## src/rtl/xnor_popcount_acc.sv

```systemverilog
// XNOR-popcount accumulator for one binary MLP neuron, producing its sum and thresholded activation.
// Optional macro XNOR_BIPOLAR_SUM_EN: signed bipolar dot product output and signed threshold compare.
module xnor_popcount_acc #(
  parameter int WORD_W  = 16,
  parameter int N_BEATS = 49,
  parameter int SUM_W   = 15
) (
  input  logic              gated_clk,
  input  logic              rst7,
  input  logic              start,
  input  logic              in_valid,
  output logic              in_ready,
  input  logic [WORD_W-1:0] act,
  input  logic [WORD_W-1:0] wgt,
  input  logic [SUM_W-1:0]  threshold,
  output logic              sum_valid,
  input  logic              out_ready,
  output logic [SUM_W-1:0]  sum_out,
  output logic              bin_out,
  output logic              busy
);

  localparam int POP_W = $clog2(WORD_W + 1);
  localparam int CNT_W = $clog2(N_BEATS + 1);
  localparam int ADD_W = ((SUM_W > POP_W) ? SUM_W : POP_W) + 1;

  typedef enum logic [1:0] {S_IDLE, S_ACC, S_DONE} state_t;

  state_t             r_state;
  state_t             w_state_next;
  logic [SUM_W-1:0]   r_acc;
  logic [CNT_W-1:0]   r_cnt;
  logic [SUM_W-1:0]   r_sum;
  logic               r_bin;

  logic [POP_W-1:0]   w_pop;
  logic [ADD_W-1:0]   w_add;
  logic [SUM_W-1:0]   w_acc_next;
  logic [SUM_W-1:0]   w_result;
  logic               w_bin;
  logic               w_beat;
  logic               w_last;

  always_comb begin
    w_pop = '0;
    for (int unsigned i = 0; i < WORD_W; i++) begin
      w_pop = w_pop + POP_W'(~(act[i] ^ wgt[i]));
    end
  end

  // Widened add so any carry out of SUM_W bits is seen and clamped instead of wrapping.
  assign w_add      = ADD_W'(r_acc) + ADD_W'(w_pop);
  assign w_acc_next = (|w_add[ADD_W-1:SUM_W]) ? '1 : w_add[SUM_W-1:0];
  assign w_beat     = (r_state == S_ACC) && in_valid;
  assign w_last     = (r_cnt == CNT_W'(N_BEATS - 1));

`ifdef XNOR_BIPOLAR_SUM_EN
  localparam logic signed [63:0] S_MAX = (64'sd1 <<< (SUM_W - 1)) - 64'sd1;
  localparam logic signed [63:0] S_MIN = -(64'sd1 <<< (SUM_W - 1));
  logic signed [63:0] w_bip;

  // Each match contributes +1 and each mismatch -1, so the dot product is 2*matches - total.
  assign w_bip = $signed(64'(w_acc_next) <<< 1) - 64'sd1 * (N_BEATS * WORD_W);

  always_comb begin
    if (w_bip > S_MAX) begin
      w_result = S_MAX[SUM_W-1:0];
    end else if (w_bip < S_MIN) begin
      w_result = S_MIN[SUM_W-1:0];
    end else begin
      w_result = w_bip[SUM_W-1:0];
    end
  end

  assign w_bin = ($signed(w_result) >= $signed(threshold));
`else
  assign w_result = w_acc_next;
  assign w_bin    = (w_acc_next >= threshold);
`endif

  always_ff @(posedge gated_clk or negedge rst7) begin
    if (!rst7) begin
      r_state <= S_IDLE;
    end else begin
      r_state <= w_state_next;
    end
  end

  always_comb begin
    w_state_next = r_state;
    case (r_state)
      S_IDLE:  if (start)           w_state_next = S_ACC;
      S_ACC:   if (w_beat && w_last) w_state_next = S_DONE;
      S_DONE:  if (out_ready)       w_state_next = S_IDLE;
      default:                      w_state_next = S_IDLE;
    endcase
  end

  always_comb begin
    in_ready  = 1'b0;
    busy      = 1'b0;
    sum_valid = 1'b0;
    case (r_state)
      S_ACC: begin
        in_ready = 1'b1;
        busy     = 1'b1;
      end
      S_DONE: begin
        busy      = 1'b1;
        sum_valid = 1'b1;
      end
      default: ;
    endcase
  end

  always_ff @(posedge gated_clk or negedge rst7) begin
    if (!rst7) begin
      r_acc <= '0;
      r_cnt <= '0;
      r_sum <= '0;
      r_bin <= 1'b0;
    end else if ((r_state == S_IDLE) && start) begin
      r_acc <= '0;
      r_cnt <= '0;
    end else if (w_beat) begin
      r_acc <= w_acc_next;
      r_cnt <= r_cnt + 1'b1;
      if (w_last) begin
        r_sum <= w_result;
        r_bin <= w_bin;
      end
    end
  end

  assign sum_out = r_sum;
  assign bin_out = r_bin;

endmodule

```

## config.mk

```make
export PLATFORM = sky130hd
export DESIGN_NAME = xnor_popcount_acc
export DESIGN_NICKNAME = d
export VERILOG_FILES = /design/src/rtl/xnor_popcount_acc.sv
export SDC_FILE = /design/constraint.sdc
export NUM_CORES = 1
export LEC_CHECK = 0
export BUFFER_PORTS_ARGS = -buffer_cell sky130_fd_sc_hd__buf_2
export CORE_UTILIZATION = 35
export DETAILED_ROUTE_END_ITERATION = 10
export SLEW_MARGIN = 30
export SYNTH_ARGS = -nofsm -noshare
export SYNTH_HDL_FRONTEND = slang
export SYNTH_SLANG_ARGS = --single-unit
```

## constraint.sdc

```tcl
create_clock -name gated_clk -period 7.3 [get_ports gated_clk]
set_input_delay 1.46 -clock gated_clk [delete_from_list [all_inputs] [get_ports gated_clk]]
set_output_delay 1.46 -clock gated_clk [all_outputs]
set_load 0.01 [all_outputs]
```

==> out/qor.txt <==
status: completed
xor/xnor share of the synthesized area: 9.31%
startpoint type of the worst setup path: primary input
hold_sp: sum_out[9]$_DFFE_PN0P_
vias per cell: 5.03
Worst Tran Pin Value: 0.722 ns
Simple-Gate Fraction of Synth Area: 15.1%
clk slew on worst S/H paths: 0.09 ns
Gate Count Post-Synth: 336
die width: 96.2 um
Async SR Flop Fraction: 100%
Distinct cells, synth: 51
initial core utilization: 37.0%
vias in the first global route: 2,507
FMAX: 145 MHz
Vias: 2,594
global-route wire length before repair: 11,500 um
EDFF count, synth: 0
clock tree root driver cell: clkbuf_8
Worst path depth: 23
Worst Setup EP: bin_out$_DFFE_PN0P_
area delta synth->final: 20.3%
Mapped Area: 3100 um^2
die height: 96.2 um
GRT Residual Overflow: 0
Leakage: 1.92 nW
Reg2Reg Depth: 13
largest family of logic cells by synthesized area: adder cells
most frequent CP cell: fa_1
CTS tree: yes
Mean Syn Cell Area: 9.24 um^2
DRC: 0
max cap viols: 0
DRT Pass-1 Iters: 4
Yosys warnings: 0
DP Worst Slack: 0.0747 ns
Core ar.: 8380 um^2
Post-Syn Nets: 430
H-tree Lvls: 2
Crit Path Category: in2reg
Crit. End Element: flip-flop
antenna diode count: 0
Num CTS Buffers: 5
fraction of layout cells with a size suffix above 1: 25.3%
Total Routing Usage GR: 15.9%
Tcrit/Tclk final: 94.3%
Synth Area in Adders: 19.6%
post-synth top area share: 31.4%
HP Class: reg2reg
Final nets: 504
wire per inst: 13.3 um
Top Family by Delay on Critical Path: adder cells
Final setup viols: 0
Worst setup startpoint: wgt[0]
initial drt markers: 233
slew margin rel.: 51.9%
worst reg2reg endpoint: bin_out$_DFFE_PN0P_
Worst VDD drop: 288 uV
sequential area share after synthesis: 31.4%
Worst Slack Setup Final: 0.414 ns
IO Port Bufs: 70
Commonest cells post-synth: dfrtp_1, nor2_1, inv_1
CP Cell Sequence: buf_2 > xor2_1 > fa_1 > inv_1 > fa_1 > fa_1 > fa_1 > ha_1 > fa_1 > a21oi_1 > nor2b_1 > ha_1 > o21ai_0 > o21bai_2 > nand4_1 > xnor2_1 > nand2_1 > ha_1 > a21o_1 > nand3_1 > a21oi_1 > a2111oi_1 > a31oi_1
unrepaired setup endpoints after global routing: no
largest net degree at the start of global routing: 40
Final Max Slew Viols: 0
top cells by area, synth: dfrtp_1, ha_1, fa_1, xnor2_1, nor2_1
initial antenna violation count: 0
clk_lat worst skew: 0.30 ns
Synth Flop Type: dfrtp_1
fin util: 44.5%
cell row count: 33
overall power: 0.00173 W
GPL Wtd Cong: 0.824
cell area power density: 462 nW/um^2
Die Area: 9250 um^2
top-count cell post-synth: dfrtp_1
post-synth top area cell: dfrtp_1
DP HPWL: 5410 um
Setup TNS: 0 ns
worst stage delay on the critical path: 0.53 ns
Compound-Gate Fraction of Synth Area: 16.4%
FF+latch count, synth: 39
placed insts: 508
final hold viol count: 0
Clock Skews: 0.0110 ns
CTS sink count: 39
critical path buffer and inverter count: 2
post-synthesis mux area share: 2.30%
r2r startpoint: r_acc[0]$_DFFE_PN0P_
Filler Cells Inserted: 813
Reg2Reg Setup Slack: 4.07 ns
Data required, critical path: 7.46 ns
final WL: 6860 um
post-route antenna net violation count: 0
clock tree buffer depth: 2
minimum clock period: 6.89 ns
Final Instance Count excl. Fillers: 516
Worst Path Arrival: 7.04 ns
critical path's slowest cell: fa_1
Top Ports: 71
worst-path fanout max: 6
## final cells by class
| cell class | instances | area (um^2) | area share (%) |
|---|---|---|---|
| inverters | 33 | 124 | 3.32 |
| clock buffers | 6 | 72.6 | 1.94 |
| well taps | 105 | 131 | 3.52 |
| flip-flops and latches | 39 | 976 | 26.1 |
| multi-input cells | 253 | 1960 | 52.4 |
| clock inverters | 2 | 60.1 | 1.61 |
| repair buffers | 78 | 413 | 11.1 |
## timing repair
action / CTS / global route
hold buffers: 0 / 0
endpoints found under the setup margin: 0 / 1
resized for setup: 0 / 2
buffers inserted: 0 / 0
## kinds of logic (layout without fill, tap and decap cells)
logic type      Yosys count  count (layout)
compound gates           75              75
xor+xnor                 33              33
fa+ha+maj                42              42
buf+inv                  44             119
flops                    39              39
mux                       5               5
simple gates             98              98
## worst min path at each step
stage / slack, ns / depth (start not counted) / endpoint
after floorplan: 0.51 / 2 / r_cnt[4]$_DFFE_PN0P_
after global placement: 0.49 / 1 / sum_out[9]$_DFFE_PN0P_
after detailed placement: 0.50 / 1 / sum_out[7]$_DFFE_PN0P_
after CTS: 0.52 / 1 / sum_out[9]$_DFFE_PN0P_
after global routing: 0.55 / 1 / sum_out[11]$_DFFE_PN0P_
final: 0.51 / 1 / sum_out[9]$_DFFE_PN0P_
## power breakdown
part | switching [W] | leakage [nW] | internal (W) | total (W)
Combinational | 0.000711 | 1.32 | 0.000536 | 0.00125
Clock | 0.0000804 | 0.0654 | 0.000137 | 0.000217
Sequential | 0.0000225 | 0.536 | 0.000239 | 0.000261
Total | 0.000814 | 1.92 | 0.000911 | 0.00173
## stage by stage
| step | hold WS (ns) | area (um^2) |
|---|---|---|
| finish | 0.513 | 3730 |
| detailed placement | 0.496 | 3590 |
| floorplan | 0.511 | 3100 |
| CTS | 0.519 | 3720 |
| global placement | 0.490 | 3590 |
| global route | 0.550 | 3730 |
## layout by cell type (no fill, tap or decap), types with 9 or more instances in the layout
cell	netlist	layout
a21oi_1	24	24
a31oi_1	11	11
buf_2	4	69
buf_4	2	9
dfrtp_1	39	39
fa_1	11	11
ha_1	31	31
inv_1	33	33
nand2_1	23	23
nand3_1	9	9
nand4_1	9	9
nor2_1	35	35
o21ai_0	10	10
xnor2_1	21	20
xor2_1	12	12
## worst reg2reg max path: stages, from the launching register on
cell       delay (ns)
dfrtp_1          0.39
ha_1             0.27
fa_1             0.45
a211oi_1         0.30
o21bai_2         0.17
nand4_1          0.18
xnor2_1          0.17
nand2_1          0.08
ha_1             0.30
a21o_1           0.18
nand3_1          0.07
a21oi_1          0.06
a2111oi_1        0.34
a31oi_1          0.13
## sequential cells by signal, summed over array words and instances, names as in the netlist
name	cells
r_acc	15
r_state	2
r_cnt	6
sum_out	15
bin_out	1
## routing by layer
layer | part of all wire [%] | wire [um] | GRT usage, % | vias to the layer above
met3 | 5.7 | 391 | 2.21 | 6
met2 | 44 | 3040 | 26.8 | 103
met4 | 1.2 | 79 | 3.98 | 0
met5 | 0 | 0 | 0 | -
met1 | 49 | 3350 | 21.4 | 1176
li1 | - | - | - | 1309
Note: power is estimated with default switching activity, not from simulation.
